$ cat src/rtl/fifo_burst_drain.sv
// fifo_burst_drain: read-side controller for the synchronous FIFO.
// Reads a BURST-word burst at half full, drains fully on flush.
//
// Ports:
//   clk, rstn              clock, async active-low reset
//   fifo_empty/half_full/full, fifo_dout   FIFO status and read data
//   fifo_re                FIFO read enable (combinational)
//   flush                  level request to drain the FIFO
//   m_valid/m_ready/m_data output stream
//   busy                   controller not idle
//   done                   one-cycle pulse after the last read issued
module fifo_burst_drain #(
    parameter int N         = 16,
    parameter int BURST     = 16,
    parameter int OUT_DEPTH = 4
) (
    input  logic         clk,
    input  logic         rstn,
    input  logic         fifo_empty,
    input  logic         fifo_half_full,
    input  logic         fifo_full,
    input  logic [N-1:0] fifo_dout,
    output logic         fifo_re,
    input  logic         flush,
    output logic         m_valid,
    input  logic         m_ready,
    output logic [N-1:0] m_data,
    output logic         busy,
    output logic         done
);

    localparam int PW = (OUT_DEPTH > 1) ? $clog2(OUT_DEPTH) : 1;
    localparam int OW = $clog2(OUT_DEPTH) + 1;
    localparam int CW = (BURST > 1) ? $clog2(BURST) : 1;

    localparam logic [PW-1:0] PTR_LAST = PW'(OUT_DEPTH - 1);
    localparam logic [CW-1:0] CNT_LAST = CW'(BURST - 1);
    localparam logic [OW:0]   DEPTH    = (OW + 1)'(OUT_DEPTH);

    typedef enum logic [1:0] {
        S_IDLE,
        S_BURST,
        S_DRAIN
    } state_t;

    state_t        state;
    state_t        state_nx;
    logic [CW-1:0] rd_cnt;
    logic          pend;
    logic          done_q;

    logic [N-1:0]  mem [OUT_DEPTH];
    logic [PW-1:0] head;
    logic [PW-1:0] tail;
    logic [OW-1:0] occ;

    logic          push;
    logic          pop;
    logic          credit;
    logic [OW:0]   used;
    logic [OW:0]   avail;

    function automatic logic [PW-1:0] ptr_inc(input logic [PW-1:0] p);
        return (p == PTR_LAST) ? '0 : p + 1'b1;
    endfunction

    // Slots already spoken for: stored words plus the read in flight.
    // A pop this cycle frees one slot in time for the new read's push.
    assign push   = pend;
    assign pop    = m_valid & m_ready;
    assign used   = {1'b0, occ} + {{OW{1'b0}}, pend};
    assign avail  = DEPTH + {{OW{1'b0}}, pop};
    assign credit = used < avail;

    assign m_valid = (occ != '0);
    assign m_data  = mem[head];
    assign done    = done_q;

    // State register
    always_ff @(posedge clk or negedge rstn) begin
        if (!rstn) begin
            state <= S_IDLE;
        end else begin
            state <= state_nx;
        end
    end

    // Next-state logic
    always_comb begin
        state_nx = state;
        unique case (state)
            S_IDLE: begin
                if (flush) begin
                    state_nx = S_DRAIN;
                end else if (fifo_half_full) begin
                    state_nx = S_BURST;
                end
            end
            S_BURST: begin
                if (fifo_re && (rd_cnt == CNT_LAST)) begin
                    state_nx = S_IDLE;
                end
            end
            S_DRAIN: begin
                if (fifo_empty && !fifo_re) begin
                    state_nx = S_IDLE;
                end
            end
            default: state_nx = S_IDLE;
        endcase
    end

    // Output logic
    always_comb begin
        fifo_re = 1'b0;
        busy    = 1'b0;
        unique case (state)
            S_BURST, S_DRAIN: begin
                busy    = 1'b1;
                fifo_re = ~fifo_empty & credit;
            end
            default: begin
                fifo_re = 1'b0;
                busy    = 1'b0;
            end
        endcase
    end

    // Burst counter, read-in-flight flag and done pulse
    always_ff @(posedge clk or negedge rstn) begin
        if (!rstn) begin
            rd_cnt <= '0;
            pend   <= 1'b0;
            done_q <= 1'b0;
        end else begin
            pend   <= fifo_re;
            done_q <= (state != S_IDLE) && (state_nx == S_IDLE);
            if (state != S_BURST) begin
                rd_cnt <= '0;
            end else if (fifo_re) begin
                rd_cnt <= (rd_cnt == CNT_LAST) ? '0 : rd_cnt + 1'b1;
            end
        end
    end

    // Output buffer
    always_ff @(posedge clk or negedge rstn) begin
        if (!rstn) begin
            head <= '0;
            tail <= '0;
            occ  <= '0;
            for (int i = 0; i < OUT_DEPTH; i++) begin
                mem[i] <= '0;
            end
        end else begin
            if (push) begin
                mem[tail] <= fifo_dout;
                tail      <= ptr_inc(tail);
            end
            if (pop) begin
                head <= ptr_inc(head);
            end
            case ({push, pop})
                2'b10:   occ <= occ + 1'b1;
                2'b01:   occ <= occ - 1'b1;
                default: occ <= occ;
            endcase
        end
    end

    // A FIFO cannot be full and empty at once.
    always @(posedge clk) begin
        if (rstn) begin
            assert (!(fifo_full && fifo_empty));
        end
    end

endmodule

$ cat config.mk
export PLATFORM = sky130hd
export DESIGN_NAME = fifo_burst_drain
export DESIGN_NICKNAME = d
export VERILOG_FILES = /design/src/rtl/fifo_burst_drain.sv
export SDC_FILE = /design/constraint.sdc
export NUM_CORES = 1
export LEC_CHECK = 0
export ABC_AREA = 0
export CORE_ASPECT_RATIO = 0.7
export CORE_MARGIN = 5
export CORE_UTILIZATION = 24
export CTS_CLUSTER_SIZE = 28
export DETAILED_ROUTE_END_ITERATION = 10
export SLEW_MARGIN = 15
export SYNTH_ARGS = -nofsm -noshare
export SYNTH_HDL_FRONTEND = slang
export SYNTH_SLANG_ARGS = --single-unit
$ cat constraint.sdc
create_clock -name clk -period 2.45 [get_ports clk]
set_input_delay 0.3675 -clock clk [delete_from_list [all_inputs] [get_ports clk]]
set_output_delay 0.3675 -clock clk [all_outputs]
set_load 0.05 [all_outputs]
==> report_table.html, run 1 <==
<table>
<tr><th>Metric</th><th>Value</th></tr>
<tr><th colspan="2">Min path</th></tr>
<tr><td>Worst hold path depth</td><td>1</td></tr>
<tr><td>Min-delay src</td><td>mem[9]</td></tr>
<tr><td>Class of the tightest hold or removal check</td><td>reg -&gt; reg</td></tr>
<tr><th colspan="2">Clock network</th></tr>
<tr><td>Setup fix buffers added after clock tree synthesis</td><td>0</td></tr>
<tr><td>TritonCTS clock tree</td><td>yes</td></tr>
<tr><td>H-tree lvl count</td><td>3</td></tr>
<tr><td>Num CTS Buffers</td><td>9</td></tr>
<tr><td>Clock network latency to the later pin of the worst-skew pair</td><td>330 ps</td></tr>
<tr><td>Clock-pin slew on the worst setup and hold paths</td><td>60 ps</td></tr>
<tr><td>Library cell used as clock root buffer</td><td>sky130_fd_sc_hd__clkbuf_16</td></tr>
<tr><td>CTS Sinks</td><td>79</td></tr>
<tr><td>Buffer depth of the longest clock path</td><td>2</td></tr>
<tr><th colspan="2">Logic synthesis</th></tr>
<tr><td>Net count after synthesis</td><td>280</td></tr>
<tr><td>Number of synthesized register bits</td><td>79</td></tr>
<tr><td>Part of the Yosys area used for sequential elements</td><td>54.2%</td></tr>
<tr><td>Yosys synthesis warning count</td><td>0</td></tr>
<tr><td>Post-synth design cell area</td><td>3650 um^2</td></tr>
<tr><td>Synth top area cells</td><td>sky130_fd_sc_hd__dfrtp_1 54%, sky130_fd_sc_hd__mux2_2 20%, sky130_fd_sc_hd__mux4_2 9.9%</td></tr>
<tr><td>Share of Yosys cell area claimed by the top area cell type</td><td>54.2%</td></tr>
<tr><td>Avg Cell Area, Syn</td><td>15.0 um^2</td></tr>
<tr><td>Number of library cell types mapped by synthesis</td><td>33</td></tr>
<tr><td>Commonest cells in the synthesized netlist</td><td>79 x sky130_fd_sc_hd__dfrtp_1, 65 x sky130_fd_sc_hd__mux2_2, 16 x sky130_fd_sc_hd__mux4_2</td></tr>
<tr><td>Async SR Flop Fraction</td><td>100%</td></tr>
<tr><td>Most repeated cell in the gate-level netlist after synthesis</td><td>sky130_fd_sc_hd__dfrtp_1</td></tr>
<tr><td>Synthesized instance count</td><td>243</td></tr>
<tr><td>Cell taking the most area after synthesis</td><td>sky130_fd_sc_hd__dfrtp_1</td></tr>
<tr><td>Top_reg_cell synth</td><td>sky130_fd_sc_hd__dfrtp_1</td></tr>
<tr><td>Number of synthesized flops with an enable pin</td><td>0</td></tr>
<tr><th colspan="2">STA</th></tr>
<tr><td>Worst-case headroom to the max-slew limit</td><td>66.8%</td></tr>
<tr><td>Hold violation total from the final report</td><td>0</td></tr>
<tr><td>Fin crit period</td><td>2360 ps</td></tr>
<tr><td>Upper clock frequency limit</td><td>424 MHz</td></tr>
<tr><td>Total negative setup slack</td><td>0 ps</td></tr>
<tr><td>Number of max-slew violations in the final report</td><td>0</td></tr>
<tr><td>Final critical-path share of the clock period</td><td>96.2%</td></tr>
<tr><td>Actual transition at the worst max-transition pin</td><td>497 ps</td></tr>
<tr><td>RSZ-0062 raised after global routing</td><td>false</td></tr>
<tr><td>Final setup violation count</td><td>0</td></tr>
<tr><td>Clk_skew</td><td>6.35 ps</td></tr>
<tr><th colspan="2">Routing</th></tr>
<tr><td>1st-pass router iterations</td><td>4</td></tr>
<tr><td>Via count</td><td>2,148</td></tr>
<tr><td>Drt drc</td><td>0</td></tr>
<tr><td>Via density per instance</td><td>4.32</td></tr>
<tr><td>Wire length per cell after detailed routing</td><td>15.2 um</td></tr>
<tr><td>Residual antenna-violating net count after detailed routing</td><td>0</td></tr>
<tr><td>Routed wire length</td><td>7570 um</td></tr>
<tr><td>Drt first-iter violations</td><td>36</td></tr>
<tr><th colspan="2">Cells and area</th></tr>
<tr><td>Area added between synthesis and finish</td><td>26.5%</td></tr>
<tr><td>Final cell count without fillers</td><td>497</td></tr>
<tr><td>Antenna diode count</td><td>0</td></tr>
<tr><td>Number of fill cells in the layout</td><td>1,479</td></tr>
<tr><td>Final std cell area, no fill</td><td>4620 um^2</td></tr>
<tr><td>Final net count</td><td>335</td></tr>
<tr><td>Layout cells sized above 1</td><td>42.7%</td></tr>
<tr><td>Final cell utilization of the core</td><td>31.2%</td></tr>
<tr><th colspan="2">Worst setup path</th></tr>
<tr><td>Maximum fanout along the worst path</td><td>5</td></tr>
<tr><td>Sort of element at the end of the critical path</td><td>output pin</td></tr>
<tr><td>Critical Path RT</td><td>2080 ps</td></tr>
<tr><td>Worst setup path startpoint</td><td>state[0]</td></tr>
<tr><td>Number of cells on the worst reg-to-reg path</td><td>5</td></tr>
<tr><td>Reg-to-reg startpoint</td><td>pend</td></tr>
<tr><td>Launching element type of the critical path</td><td>flip-flop</td></tr>
<tr><td>Classification of the worst setup path</td><td>reg -&gt; out</td></tr>
<tr><td>Critical Path AT</td><td>1990 ps</td></tr>
<tr><th colspan="2">Placed design</th></tr>
<tr><td>Placer Congestion</td><td>0.713</td></tr>
<tr><td># placed instances</td><td>481</td></tr>
<tr><td>Cell area reported after detailed placement</td><td>4330 um^2</td></tr>
<tr><td>HPWL after DPL</td><td>5200 um</td></tr>
<tr><td>PortBufs</td><td>41</td></tr>
<tr><th colspan="2">Die</th></tr>
<tr><td>Number of placement rows</td><td>37</td></tr>
<tr><td>I/O pin count</td><td>43</td></tr>
<tr><td>Die outline width</td><td>157 um</td></tr>
<tr><td>Core ar.</td><td>14,800 um^2</td></tr>
<tr><td>Height of the chip</td><td>113 um</td></tr>
<tr><td>Effective utilization at floorplan</td><td>24.6%</td></tr>
<tr><td>Area enclosed by the die boundary</td><td>17,800 um^2</td></tr>
<tr><th colspan="2">Pwr</th></tr>
<tr><td>Proportion of total power due to net switching</td><td>40.5%</td></tr>
<tr><td>Switching Power</td><td>2.91 mW</td></tr>
<tr><td>Maximum resistive drop on vdd</td><td>0.519 mV</td></tr>
<tr><td>Comb pwr share</td><td>50.6%</td></tr>
<tr><td>Part of the power in registers</td><td>32.4%</td></tr>
<tr><td>Clock group share of total power</td><td>17.0%</td></tr>
<tr><td>Leakage power total</td><td>1.94 nW</td></tr>
<tr><td>Pint</td><td>4.28 mW</td></tr>
<tr><td>Power per standard cell area</td><td>1560 nW/um^2</td></tr>
<tr><th colspan="2">Global routing</th></tr>
<tr><td>Global routing usage summed across all routing layers</td><td>9.04%</td></tr>
<tr><td>Via count of the first global-routing pass</td><td>2,283</td></tr>
<tr><td>Pin count of the biggest net entering global routing</td><td>37</td></tr>
<tr><td>Number of antenna violations at the first check in global routing</td><td>0</td></tr>
<tr><td>GRT Residual Overflow</td><td>0</td></tr>
<tr><td>Global-route wire length before repair</td><td>12,500 um</td></tr>
<tr><th colspan="2">Run status</th></tr>
<tr><td>Outcome</td><td>finished, final reports clean</td></tr>
<tr><th colspan="2">Run</th></tr>
<tr><td>Max-cap violations</td><td>0</td></tr>
</table>
[registers in the layout, indices dropped and copies added, names as in the netlist]
register and count:
rd_cnt 4, occ 3, pend 1, done 1
tail 2, mem 64, state 2, head 2
[power groups by stage]
| stage | logic, mW | registers, mW | clock network (mW) |
|---|---|---|---|
| after floorplan | 2.76 | 2.23 | 0 |
| after global placement | 3.60 | 2.31 | 0 |
| after detailed placement | 3.68 | 2.35 | 0 |
| after CTS | 3.70 | 2.33 | 1.26 |
| after global routing | 3.91 | 2.41 | 1.31 |
| final | 3.64 | 2.33 | 1.22 |
[per-stage QoR]
step	hold slack [ps]	total power [mW]	setup WS (ps)
after floorplan	71.9	4.98	233
after global placement	343	5.91	314
after detailed placement	354	6.03	291
after CTS	502	7.29	0.453
after global routing	513	7.63	3.05
final	499	7.19	94.1
[path summary, 6_finish.rpt]
path / endpoint / slack (ps)
setup / recovery: busy / 90
hold / removal: mem[9] / 500
setup reg to reg: state[1] / 430
hold reg to reg: mem[9] / 500
max in group asynchronous: pend / 1320
min in group asynchronous: mem[49] / 530
[cell type report]
type	instances	area [um^2]	area share (%)
Clock inverter	5	33.8	0.732
Sequential cell	79	1980	42.9
Tap cell	195	244	5.29
Timing Repair Buffer	53	483	10.5
Inverter	12	45.0	0.976
Clock buffer	10	239	5.18
Multi-Input combinational cell	143	1590	34.5
[critical path, stage by stage, from the launching register on]
cell	delay (ps)
sky130_fd_sc_hd__dfrtp_1	420
sky130_fd_sc_hd__inv_1	100
sky130_fd_sc_hd__ha_1	320
sky130_fd_sc_hd__clkdlybuf4s50_1	810
[placed cells by master, fill, tap and decap left out, types with 2 or more instances in the layout]
master and count:
sky130_fd_sc_hd__dfrtp_1 78, sky130_fd_sc_hd__mux2_2 65, sky130_fd_sc_hd__buf_4 27, sky130_fd_sc_hd__clkdlybuf4s50_1 23
sky130_fd_sc_hd__mux4_2 16, sky130_fd_sc_hd__ha_1 13, sky130_fd_sc_hd__inv_1 12, sky130_fd_sc_hd__clkbuf_16 9
sky130_fd_sc_hd__nand2_1 8, sky130_fd_sc_hd__o21ai_0 6, sky130_fd_sc_hd__xor2_1 3, sky130_fd_sc_hd__nor2_1 3
sky130_fd_sc_hd__mux2i_1 3, sky130_fd_sc_hd__a21oi_1 2, sky130_fd_sc_hd__o31ai_1 2, sky130_fd_sc_hd__nor2b_1 2
sky130_fd_sc_hd__or3_1 2, sky130_fd_sc_hd__clkinvlp_4 2, sky130_fd_sc_hd__clkinv_2 2, sky130_fd_sc_hd__buf_12 2
[cell families (layout without fill, tap and decap cells)]
group / after synthesis / in the layout / synth area share [%]
AND/OR/NAND/NOR: 23 / 23 / 3.12
flip-flops: 79 / 79 / 54.2
multiplexers: 84 / 84 / 30.8
adder cells (fa/ha/maj): 14 / 14 / 5.01
AO/OA/AOI/OAI: 18 / 18 / 3.60
XOR/XNOR: 4 / 4 / 0.960
buffers and inverters: 21 / 80 / 2.37
[per-layer routing]
layer	vias up	track usage, %	routed length, um
met5	-	0	0
met2	38	13.7	3520
met4	0	2.23	83
met3	11	2.98	319
li1	998	-	-
met1	1101	12.6	3650
[timing repair]
| action | in CTS | in global routing |
|---|---|---|
| setup endpoints to repair | 0 | 1 |
| gates resized for setup | 0 | 2 |
| hold endpoints to repair | 31 | 0 |
| hold buffers | 1 | 0 |
No activity file was read; power rests on OpenSTA's default activity.
==> inputs of run 2 (changes only) <==
--- a/config.mk
+++ b/config.mk
@@ -8,9 +8,10 @@
 export ABC_AREA = 0
 export CORE_ASPECT_RATIO = 0.7
 export CORE_MARGIN = 5
-export CORE_UTILIZATION = 24
-export CTS_CLUSTER_SIZE = 28
+export CORE_UTILIZATION = 50
+export CTS_CLUSTER_SIZE = 14
 export DETAILED_ROUTE_END_ITERATION = 10
+export PLACE_DENSITY = 0.73
 export SLEW_MARGIN = 15
 export SYNTH_ARGS = -nofsm -noshare
 export SYNTH_HDL_FRONTEND = slang
==> run 2 against run 1 <==
  * Core utilization rose by 30 points
  * Flip-flop and latch count unchanged
  * Largest cell class unchanged
  * Critical path depth rose by 2
  * Critical path type unchanged
  * Register-to-register slack about the same
  * Die area shrank 49%
  * Hold slack lost 460 ps
  * Maximum frequency is 0.18% higher
  * First-iteration DRC count up 97%
  * Clock skew fell by 0.66 ps
  * Sequential share of layout area is 1.9 points higher
  * Via count fell by 2.0%
  * Design area shrank 4.3%
==> report_table.html, run 2 (synthesized netlist as in run 1, its figures left out) <==
<table>
<tr><th>Metric</th><th>Value</th></tr>
<tr><th colspan="2">Clock network</th></tr>
<tr><td>Buffer depth of the longest clock path</td><td>2 (unchanged)</td></tr>
<tr><td>H-tree lvl count</td><td>3 (unchanged)</td></tr>
<tr><td>CTS Sinks</td><td>79 (unchanged)</td></tr>
<tr><td>Clock-pin slew on the worst setup and hold paths</td><td>70 ps (was 60 ps)</td></tr>
<tr><td>Hold-fix buffers at CTS</td><td>0 (was 1)</td></tr>
<tr><td>Num CTS Buffers</td><td>9 (unchanged)</td></tr>
<tr><td>TritonCTS clock tree</td><td>yes (unchanged)</td></tr>
<tr><td>Clock network latency to the later pin of the worst-skew pair</td><td>340 ps (was 330 ps)</td></tr>
<tr><td>Library cell used as clock root buffer</td><td>sky130_fd_sc_hd__clkbuf_8 (was sky130_fd_sc_hd__clkbuf_16)</td></tr>
<tr><th colspan="2">Worst setup path</th></tr>
<tr><td>Launching element type of the critical path</td><td>flip-flop (unchanged)</td></tr>
<tr><td>Slowest stage cell on the critical path</td><td>sky130_fd_sc_hd__dfrtp_2 (was sky130_fd_sc_hd__clkdlybuf4s50_1)</td></tr>
<tr><td>Cell occurring most often along the worst timing path</td><td>sky130_fd_sc_hd__ha_1</td></tr>
<tr><td>Sort of element at the end of the critical path</td><td>output pin (unchanged)</td></tr>
<tr><td>Critical Path AT</td><td>1980 ps (was 1990 ps)</td></tr>
<tr><td>Maximum fanout along the worst path</td><td>9 (was 5)</td></tr>
<tr><td>Classification of the worst setup path</td><td>reg -&gt; out (unchanged)</td></tr>
<tr><td>CP peak stage delay</td><td>470 ps (was 810 ps)</td></tr>
<tr><td>Critical Path RT</td><td>2080 ps (about the same)</td></tr>
<tr><td>Critical path cell sequence</td><td>ha_1, ha_1, o31a_1, nor2_4, buf_12 (was inv_1, ha_1, clkdlybuf4s50_1)</td></tr>
<tr><th colspan="2">Die</th></tr>
<tr><td>I/O pin count</td><td>43 (unchanged)</td></tr>
<tr><td>Number of placement rows</td><td>26 (was 37)</td></tr>
<tr><td>Height of the chip</td><td>81.5 um (was 113 um)</td></tr>
<tr><td>Die outline width</td><td>112 um (was 157 um)</td></tr>
<tr><td>Area enclosed by the die boundary</td><td>9130 um^2 (was 17,800 um^2)</td></tr>
<tr><td>Effective utilization at floorplan</td><td>50.7% (was 24.6%)</td></tr>
<tr><td>Core ar.</td><td>7190 um^2 (was 14,800 um^2)</td></tr>
<tr><th colspan="2">Min path</th></tr>
<tr><td>Class of the tightest hold or removal check</td><td>in -&gt; async (was reg -&gt; reg)</td></tr>
<tr><th colspan="2">STA</th></tr>
<tr><td>Final setup violation count</td><td>0 (unchanged)</td></tr>
<tr><td>Worst-case headroom to the max-slew limit</td><td>66.5% (was 66.8%)</td></tr>
<tr><td>Number of max-slew violations in the final report</td><td>0 (unchanged)</td></tr>
<tr><td>Fin crit period</td><td>2350 ps (was 2360 ps)</td></tr>
<tr><td>Clk_skew</td><td>5.69 ps (was 6.35 ps)</td></tr>
<tr><td>Actual transition at the worst max-transition pin</td><td>502 ps (was 497 ps)</td></tr>
<tr><td>Total negative setup slack</td><td>0 ps (unchanged)</td></tr>
<tr><td>Hold violation total from the final report</td><td>0 (unchanged)</td></tr>
<tr><td>Upper clock frequency limit</td><td>425 MHz (was 424 MHz)</td></tr>
<tr><td>Final critical-path share of the clock period</td><td>96.0% (was 96.2%)</td></tr>
<tr><td>RSZ-0062 raised after global routing</td><td>false (unchanged)</td></tr>
<tr><th colspan="2">Global routing</th></tr>
<tr><td>Via count of the first global-routing pass</td><td>2,214 (was 2,283)</td></tr>
<tr><td>Pin count of the biggest net entering global routing</td><td>80 (was 37)</td></tr>
<tr><td>Global routing usage summed across all routing layers</td><td>15.9% (was 9.04%)</td></tr>
<tr><td>GRT Residual Overflow</td><td>0 (unchanged)</td></tr>
<tr><td>Global-route wire length before repair</td><td>11,200 um (was 12,500 um)</td></tr>
<tr><td>Number of antenna violations at the first check in global routing</td><td>0 (unchanged)</td></tr>
<tr><th colspan="2">Cells and area</th></tr>
<tr><td>Most flop-heavy register</td><td>mem (unchanged)</td></tr>
<tr><td>Antenna diode count</td><td>0 (unchanged)</td></tr>
<tr><td>Most common cell after layout, fill and taps aside</td><td>sky130_fd_sc_hd__dfrtp_1 (unchanged)</td></tr>
<tr><td>Area added between synthesis and finish</td><td>21.1% (was 26.5%)</td></tr>
<tr><td>Number of fill cells in the layout</td><td>587 (was 1,479)</td></tr>
<tr><td>Final net count</td><td>333 (was 335)</td></tr>
<tr><td>Most frequent cells in the layout</td><td>78 x sky130_fd_sc_hd__dfrtp_1, 65 x sky130_fd_sc_hd__mux2_2, 25 x sky130_fd_sc_hd__buf_4, 22 x sky130_fd_sc_hd__clkdlybuf4s50_1, 16 x sky130_fd_sc_hd__mux4_2 (was 78 x sky130_fd_sc_hd__dfrtp_1, 65 x sky130_fd_sc_hd__mux2_2, 27 x sky130_fd_sc_hd__buf_4, 23 x sky130_fd_sc_hd__clkdlybuf4s50_1, 16 x sky130_fd_sc_hd__mux4_2)</td></tr>
<tr><td>Final cell utilization of the core</td><td>61.4% (was 31.2%)</td></tr>
<tr><td>Layout cells sized above 1</td><td>42.3% (was 42.7%)</td></tr>
<tr><td>Registers with the most flip-flops</td><td>mem x64, rd_cnt x4, occ x3 (unchanged)</td></tr>
<tr><td>Number of flip-flops in the largest register</td><td>64 (unchanged)</td></tr>
<tr><td>FF+latch area</td><td>1980 um^2 (unchanged)</td></tr>
<tr><td>Area of combinational cells with multiple inputs</td><td>1590 um^2 (unchanged)</td></tr>
<tr><th colspan="2">Routing</th></tr>
<tr><td>Wire length per cell after detailed routing</td><td>16.5 um (was 15.2 um)</td></tr>
<tr><td>1st-pass router iterations</td><td>4 (unchanged)</td></tr>
<tr><td>Residual antenna-violating net count after detailed routing</td><td>0 (unchanged)</td></tr>
<tr><td>Drt drc</td><td>0 (unchanged)</td></tr>
<tr><td>Drt first-iter violations</td><td>71 (was 36)</td></tr>
<tr><td>Via count</td><td>2,104 (was 2,148)</td></tr>
<tr><td>Routed wire length</td><td>6580 um (was 7570 um)</td></tr>
<tr><td>Via density per instance</td><td>5.29 (was 4.32)</td></tr>
<tr><th colspan="2">Placed design</th></tr>
<tr><td>HPWL after DPL</td><td>4440 um (was 5200 um)</td></tr>
<tr><td>PortBufs</td><td>41 (unchanged)</td></tr>
<tr><td>Placer Congestion</td><td>0.746 (was 0.713)</td></tr>
<tr><th colspan="2">Run status</th></tr>
<tr><td>Outcome</td><td>finished, final reports clean (unchanged)</td></tr>
<tr><th colspan="2">Run</th></tr>
<tr><td>Max-cap violations</td><td>0 (unchanged)</td></tr>
</table>
==> run 2: changes by cell type in the layout (fill, tap and decap cells not counted), sizes merged <==
cell,delta
dlymetal6s2s,+1
dlygate4sd3,-1
buf,-1
inv,-1
clkinv,-1
bufinv,+1
clkinvlp,-1
clkdlybuf4s50,-1
clkbuf,+2
==> run 2: layout make-up <==
cell class,count,share of cell area [%]
inverter,12,1.02
timing repair buffer,51,10.9
multi-input combinational,143,36.1
tap,98,2.78
sequential,79,44.8
clock buffer,12,3.51
clock inverter,3,0.963
==> run 2: critical path: cells and delay by family (launching register included) <==
kind | cells | cell delay, ps
simple gates | 1 | 140
compound gates | 1 | 380
buf+inv | 1 | 150
flops | 1 | 470
fa+ha+maj | 2 | 510
==> run 2: worst paths after layout <==
kind	cells past startpoint	start	slack, ps	end
max	5	pend	100	fifo_re
min	2	rstn	40	mem[63]
max reg2reg	5	pend	430	done
min reg2reg	1	mem[16]	500	mem[16]
max in group asynchronous	2	rstn	2070	pend
min in group clk	1	mem[16]	500	mem[16]
==> run 2: what timing repair did <==
item,CTS,global route
setup endpoints to repair,0,2
resized for setup,0,3
setup buffers,0,0
==> run 2: layer usage <==
metal / vias to the layer above / wire [um] / GRT usage (%) / share of wire, %
li1: 995 / - / - / -
met1: 1067 / 3170 / 21.9 / 48
met2: 38 / 3040 / 24.4 / 46
met3: 4 / 330 / 5.96 / 5.0
met4: 0 / 42 / 3.60 / 0.64
met5: - / 0 / 0 / 0
==> run 2: per-stage QoR <==
step	setup slack (ps)	std cells	cell area [um^2]	hold slack, ps
after floorplan	233	243	3650	71.9
after global placement	355	383	4210	427
after detailed placement	294	383	4210	426
after CTS	2.15	398	4410	50.8
after global routing	0.934	398	4420	53.3
final	98.4	398	4420	36.8
Power of run 2 is left out: the tool's default activity adds up to more than one toggle a clock period on the data nets, which glitch-free logic cannot reach.
==> inputs of run 3 (changes only) <==
--- a/config.mk
+++ b/config.mk
@@ -7,7 +7,7 @@
 export LEC_CHECK = 0
 export ABC_AREA = 0
 export CORE_ASPECT_RATIO = 0.7
-export CORE_MARGIN = 5
+export CORE_MARGIN = 1
 export CORE_UTILIZATION = 50
 export CTS_CLUSTER_SIZE = 14
 export DETAILED_ROUTE_END_ITERATION = 10
==> run 3 against run 2 <==
  * Hold slack better by 460 ps
  * Clock skew rose by 3.7 ps
  * Critical path type unchanged
  * Flip-flop and latch count unchanged
  * Non-clock buffer count did not move
==> report_table.html, run 3 (synthesized netlist as in run 1, its figures left out) <==
<table>
<tr><th>Metric</th><th>Value</th></tr>
<tr><th colspan="2">Worst setup path</th></tr>
<tr><td>CP peak stage delay</td><td>800 ps (was 470 ps)</td></tr>
<tr><td>Launching element type of the critical path</td><td>flip-flop (unchanged)</td></tr>
<tr><td>Sum of buffers and inverters on the critical path</td><td>2 (was 1)</td></tr>
<tr><td>Classification of the worst setup path</td><td>reg -&gt; out (unchanged)</td></tr>
<tr><td>Slowest stage cell on the critical path</td><td>sky130_fd_sc_hd__clkdlybuf4s50_1 (was sky130_fd_sc_hd__dfrtp_2)</td></tr>
<tr><td>Maximum fanout along the worst path</td><td>4 (was 9)</td></tr>
<tr><td>Sort of element at the end of the critical path</td><td>output pin (unchanged)</td></tr>
<tr><td>Critical Path AT</td><td>1980 ps (about the same)</td></tr>
<tr><td>Cell family contributing the most delay on the critical path</td><td>buffers and inverters (was adder cells)</td></tr>
<tr><td>Critical Path RT</td><td>2080 ps (about the same)</td></tr>
<tr><td>Critical path cell sequence</td><td>inv_1, ha_1, clkdlybuf4s50_1 (was ha_1, ha_1, o31a_1, nor2_4, buf_12)</td></tr>
<tr><th colspan="2">Global routing</th></tr>
<tr><td>Global routing usage summed across all routing layers</td><td>18.7% (was 15.9%)</td></tr>
<tr><td>Number of antenna violations at the first check in global routing</td><td>0 (unchanged)</td></tr>
<tr><td>Pin count of the biggest net entering global routing</td><td>49 (was 80)</td></tr>
<tr><td>Via count of the first global-routing pass</td><td>2,130 (was 2,214)</td></tr>
<tr><td>GRT Residual Overflow</td><td>0 (unchanged)</td></tr>
<tr><td>Global-route wire length before repair</td><td>10,700 um (was 11,200 um)</td></tr>
<tr><th colspan="2">Routing</th></tr>
<tr><td>Routed wire length</td><td>6420 um (was 6580 um)</td></tr>
<tr><td>Drt first-iter violations</td><td>66 (was 71)</td></tr>
<tr><td>Via density per instance</td><td>5.35 (was 5.29)</td></tr>
<tr><td>Drt drc</td><td>0 (unchanged)</td></tr>
<tr><td>Via count</td><td>2,106 (was 2,104)</td></tr>
<tr><td>Residual antenna-violating net count after detailed routing</td><td>0 (unchanged)</td></tr>
<tr><td>1st-pass router iterations</td><td>4 (unchanged)</td></tr>
<tr><td>Wire length per cell after detailed routing</td><td>16.3 um (was 16.5 um)</td></tr>
<tr><th colspan="2">Cells and area</th></tr>
<tr><td>Number of flip-flops in the largest register</td><td>64 (unchanged)</td></tr>
<tr><td>Area added between synthesis and finish</td><td>20.1% (was 21.1%)</td></tr>
<tr><td>Final net count</td><td>333 (unchanged)</td></tr>
<tr><td>Registers with the most flip-flops</td><td>mem x64, rd_cnt x4, occ x3 (unchanged)</td></tr>
<tr><td>Antenna diode count</td><td>0 (unchanged)</td></tr>
<tr><td>Most flop-heavy register</td><td>mem (unchanged)</td></tr>
<tr><td>Most frequent cells in the layout</td><td>78 x sky130_fd_sc_hd__dfrtp_1, 65 x sky130_fd_sc_hd__mux2_2, 25 x sky130_fd_sc_hd__buf_4, 23 x sky130_fd_sc_hd__clkdlybuf4s50_1, 16 x sky130_fd_sc_hd__mux4_2 (was 78 x sky130_fd_sc_hd__dfrtp_1, 65 x sky130_fd_sc_hd__mux2_2, 25 x sky130_fd_sc_hd__buf_4, 22 x sky130_fd_sc_hd__clkdlybuf4s50_1, 16 x sky130_fd_sc_hd__mux4_2)</td></tr>
<tr><td>Layout cells sized above 1</td><td>41.7% (was 42.3%)</td></tr>
<tr><td>Most common cell after layout, fill and taps aside</td><td>sky130_fd_sc_hd__dfrtp_1 (unchanged)</td></tr>
<tr><td>Number of fill cells in the layout</td><td>522 (was 587)</td></tr>
<tr><th colspan="2">Clock network</th></tr>
<tr><td>Buffer depth of the longest clock path</td><td>2 (unchanged)</td></tr>
<tr><td>TritonCTS clock tree</td><td>yes (unchanged)</td></tr>
<tr><td>Num CTS Buffers</td><td>9 (unchanged)</td></tr>
<tr><td>Clock-pin slew on the worst setup and hold paths</td><td>80 ps (was 70 ps)</td></tr>
<tr><td>CTS Sinks</td><td>79 (unchanged)</td></tr>
<tr><td>Library cell used as clock root buffer</td><td>sky130_fd_sc_hd__clkbuf_8 (unchanged)</td></tr>
<tr><td>H-tree lvl count</td><td>3 (unchanged)</td></tr>
<tr><td>Clock network latency to the later pin of the worst-skew pair</td><td>340 ps (about the same)</td></tr>
<tr><th colspan="2">Die</th></tr>
<tr><td>Number of placement rows</td><td>25 (was 26)</td></tr>
<tr><td>Effective utilization at floorplan</td><td>52.8% (was 50.7%)</td></tr>
<tr><td>I/O pin count</td><td>43 (unchanged)</td></tr>
<tr><td>Die outline width</td><td>104 um (was 112 um)</td></tr>
<tr><td>Core ar.</td><td>6910 um^2 (was 7190 um^2)</td></tr>
<tr><td>Height of the chip</td><td>73.5 um (was 81.5 um)</td></tr>
<tr><td>Area enclosed by the die boundary</td><td>7650 um^2 (was 9130 um^2)</td></tr>
<tr><th colspan="2">STA</th></tr>
<tr><td>Actual transition at the worst max-transition pin</td><td>827 ps (was 502 ps)</td></tr>
<tr><td>Worst-case headroom to the max-slew limit</td><td>44.9% (was 66.5%)</td></tr>
<tr><td>Clk_skew</td><td>9.35 ps (was 5.69 ps)</td></tr>
<tr><td>Fin crit period</td><td>2350 ps (about the same)</td></tr>
<tr><td>Final setup violation count</td><td>0 (unchanged)</td></tr>
<tr><td>Total negative setup slack</td><td>0 ps (unchanged)</td></tr>
<tr><td>RSZ-0062 raised after global routing</td><td>false (unchanged)</td></tr>
<tr><td>Hold violation total from the final report</td><td>0 (unchanged)</td></tr>
<tr><td>Number of max-slew violations in the final report</td><td>0 (unchanged)</td></tr>
<tr><td>Upper clock frequency limit</td><td>426 MHz (was 425 MHz)</td></tr>
<tr><td>Final critical-path share of the clock period</td><td>95.8% (was 96.0%)</td></tr>
<tr><th colspan="2">Min path</th></tr>
<tr><td>Class of the tightest hold or removal check</td><td>in -&gt; async (unchanged)</td></tr>
<tr><th colspan="2">Run status</th></tr>
<tr><td>Outcome</td><td>finished, final reports clean (unchanged)</td></tr>
<tr><th colspan="2">Placed design</th></tr>
<tr><td>HPWL after DPL</td><td>4400 um (was 4440 um)</td></tr>
<tr><td>PortBufs</td><td>41 (unchanged)</td></tr>
<tr><td>Placer Congestion</td><td>0.754 (was 0.746)</td></tr>
<tr><th colspan="2">Run</th></tr>
<tr><td>Max-cap violations</td><td>0 (unchanged)</td></tr>
</table>
[run 3: final timing paths]
path                          start  cells after the start  slack (ps)       end
max                        state[1]                      3         100      busy
min                            rstn                      2         500   mem[51]
max reg2reg                    pend                      6         310  state[0]
min reg2reg                  mem[5]                      1         500    mem[5]
max in group asynchronous      rstn                      3        1350      pend
min in group clk             mem[5]                      1         500    mem[5]
[run 3: repair_timing]
item                                    4_1_cts  5_1_grt
gates resized for setup                       1        1
setup buffers                                 1        0
pin swaps                                     2        0
endpoints found under the setup margin        1        1
hold buffers                                  1        0
endpoints found under the hold margin        31        0
[run 3: routing by layer]
layer / global-route usage, % / routed length, um / share of wire (%) / vias to the layer above
met5: 0 / 0 / 0 / -
met1: 26.1 / 3220 / 50 / 1076
met3: 5.68 / 249 / 3.9 / 7
met4: 6.67 / 63 / 0.98 / 0
met2: 27.9 / 2890 / 45 / 33
li1: - / - / - / 990
[run 3: final cells by class]
type | instances | area [um^2] | area share (%)
repair buffers | 51 | 468 | 10.7
inverters | 12 | 45.0 | 1.03
multi-input cells | 143 | 1590 | 36.4
clock inverters | 4 | 47.5 | 1.09
flip-flops and latches | 79 | 1980 | 45.2
well taps | 94 | 118 | 2.68
clock buffers | 11 | 131 | 3.00
[run 3: through the flow]
| step | instances | utilization [%] | hold slack [ps] | cell area (um^2) | setup slack [ps] |
|---|---|---|---|---|---|
| floorplan | 243 | - | 71.9 | 3650 | 233 |
| global placement | 377 | 60.4 | 336 | 4180 | 347 |
| detailed placement | 377 | 60.4 | 340 | 4180 | 302 |
| CTS | 394 | 63.3 | 505 | 4380 | 58.4 |
| global route | 394 | 63.4 | 512 | 4380 | 25.3 |
| finish | 394 | 63.4 | 501 | 4380 | 104 |
Power of run 3 is left out for the same reason.
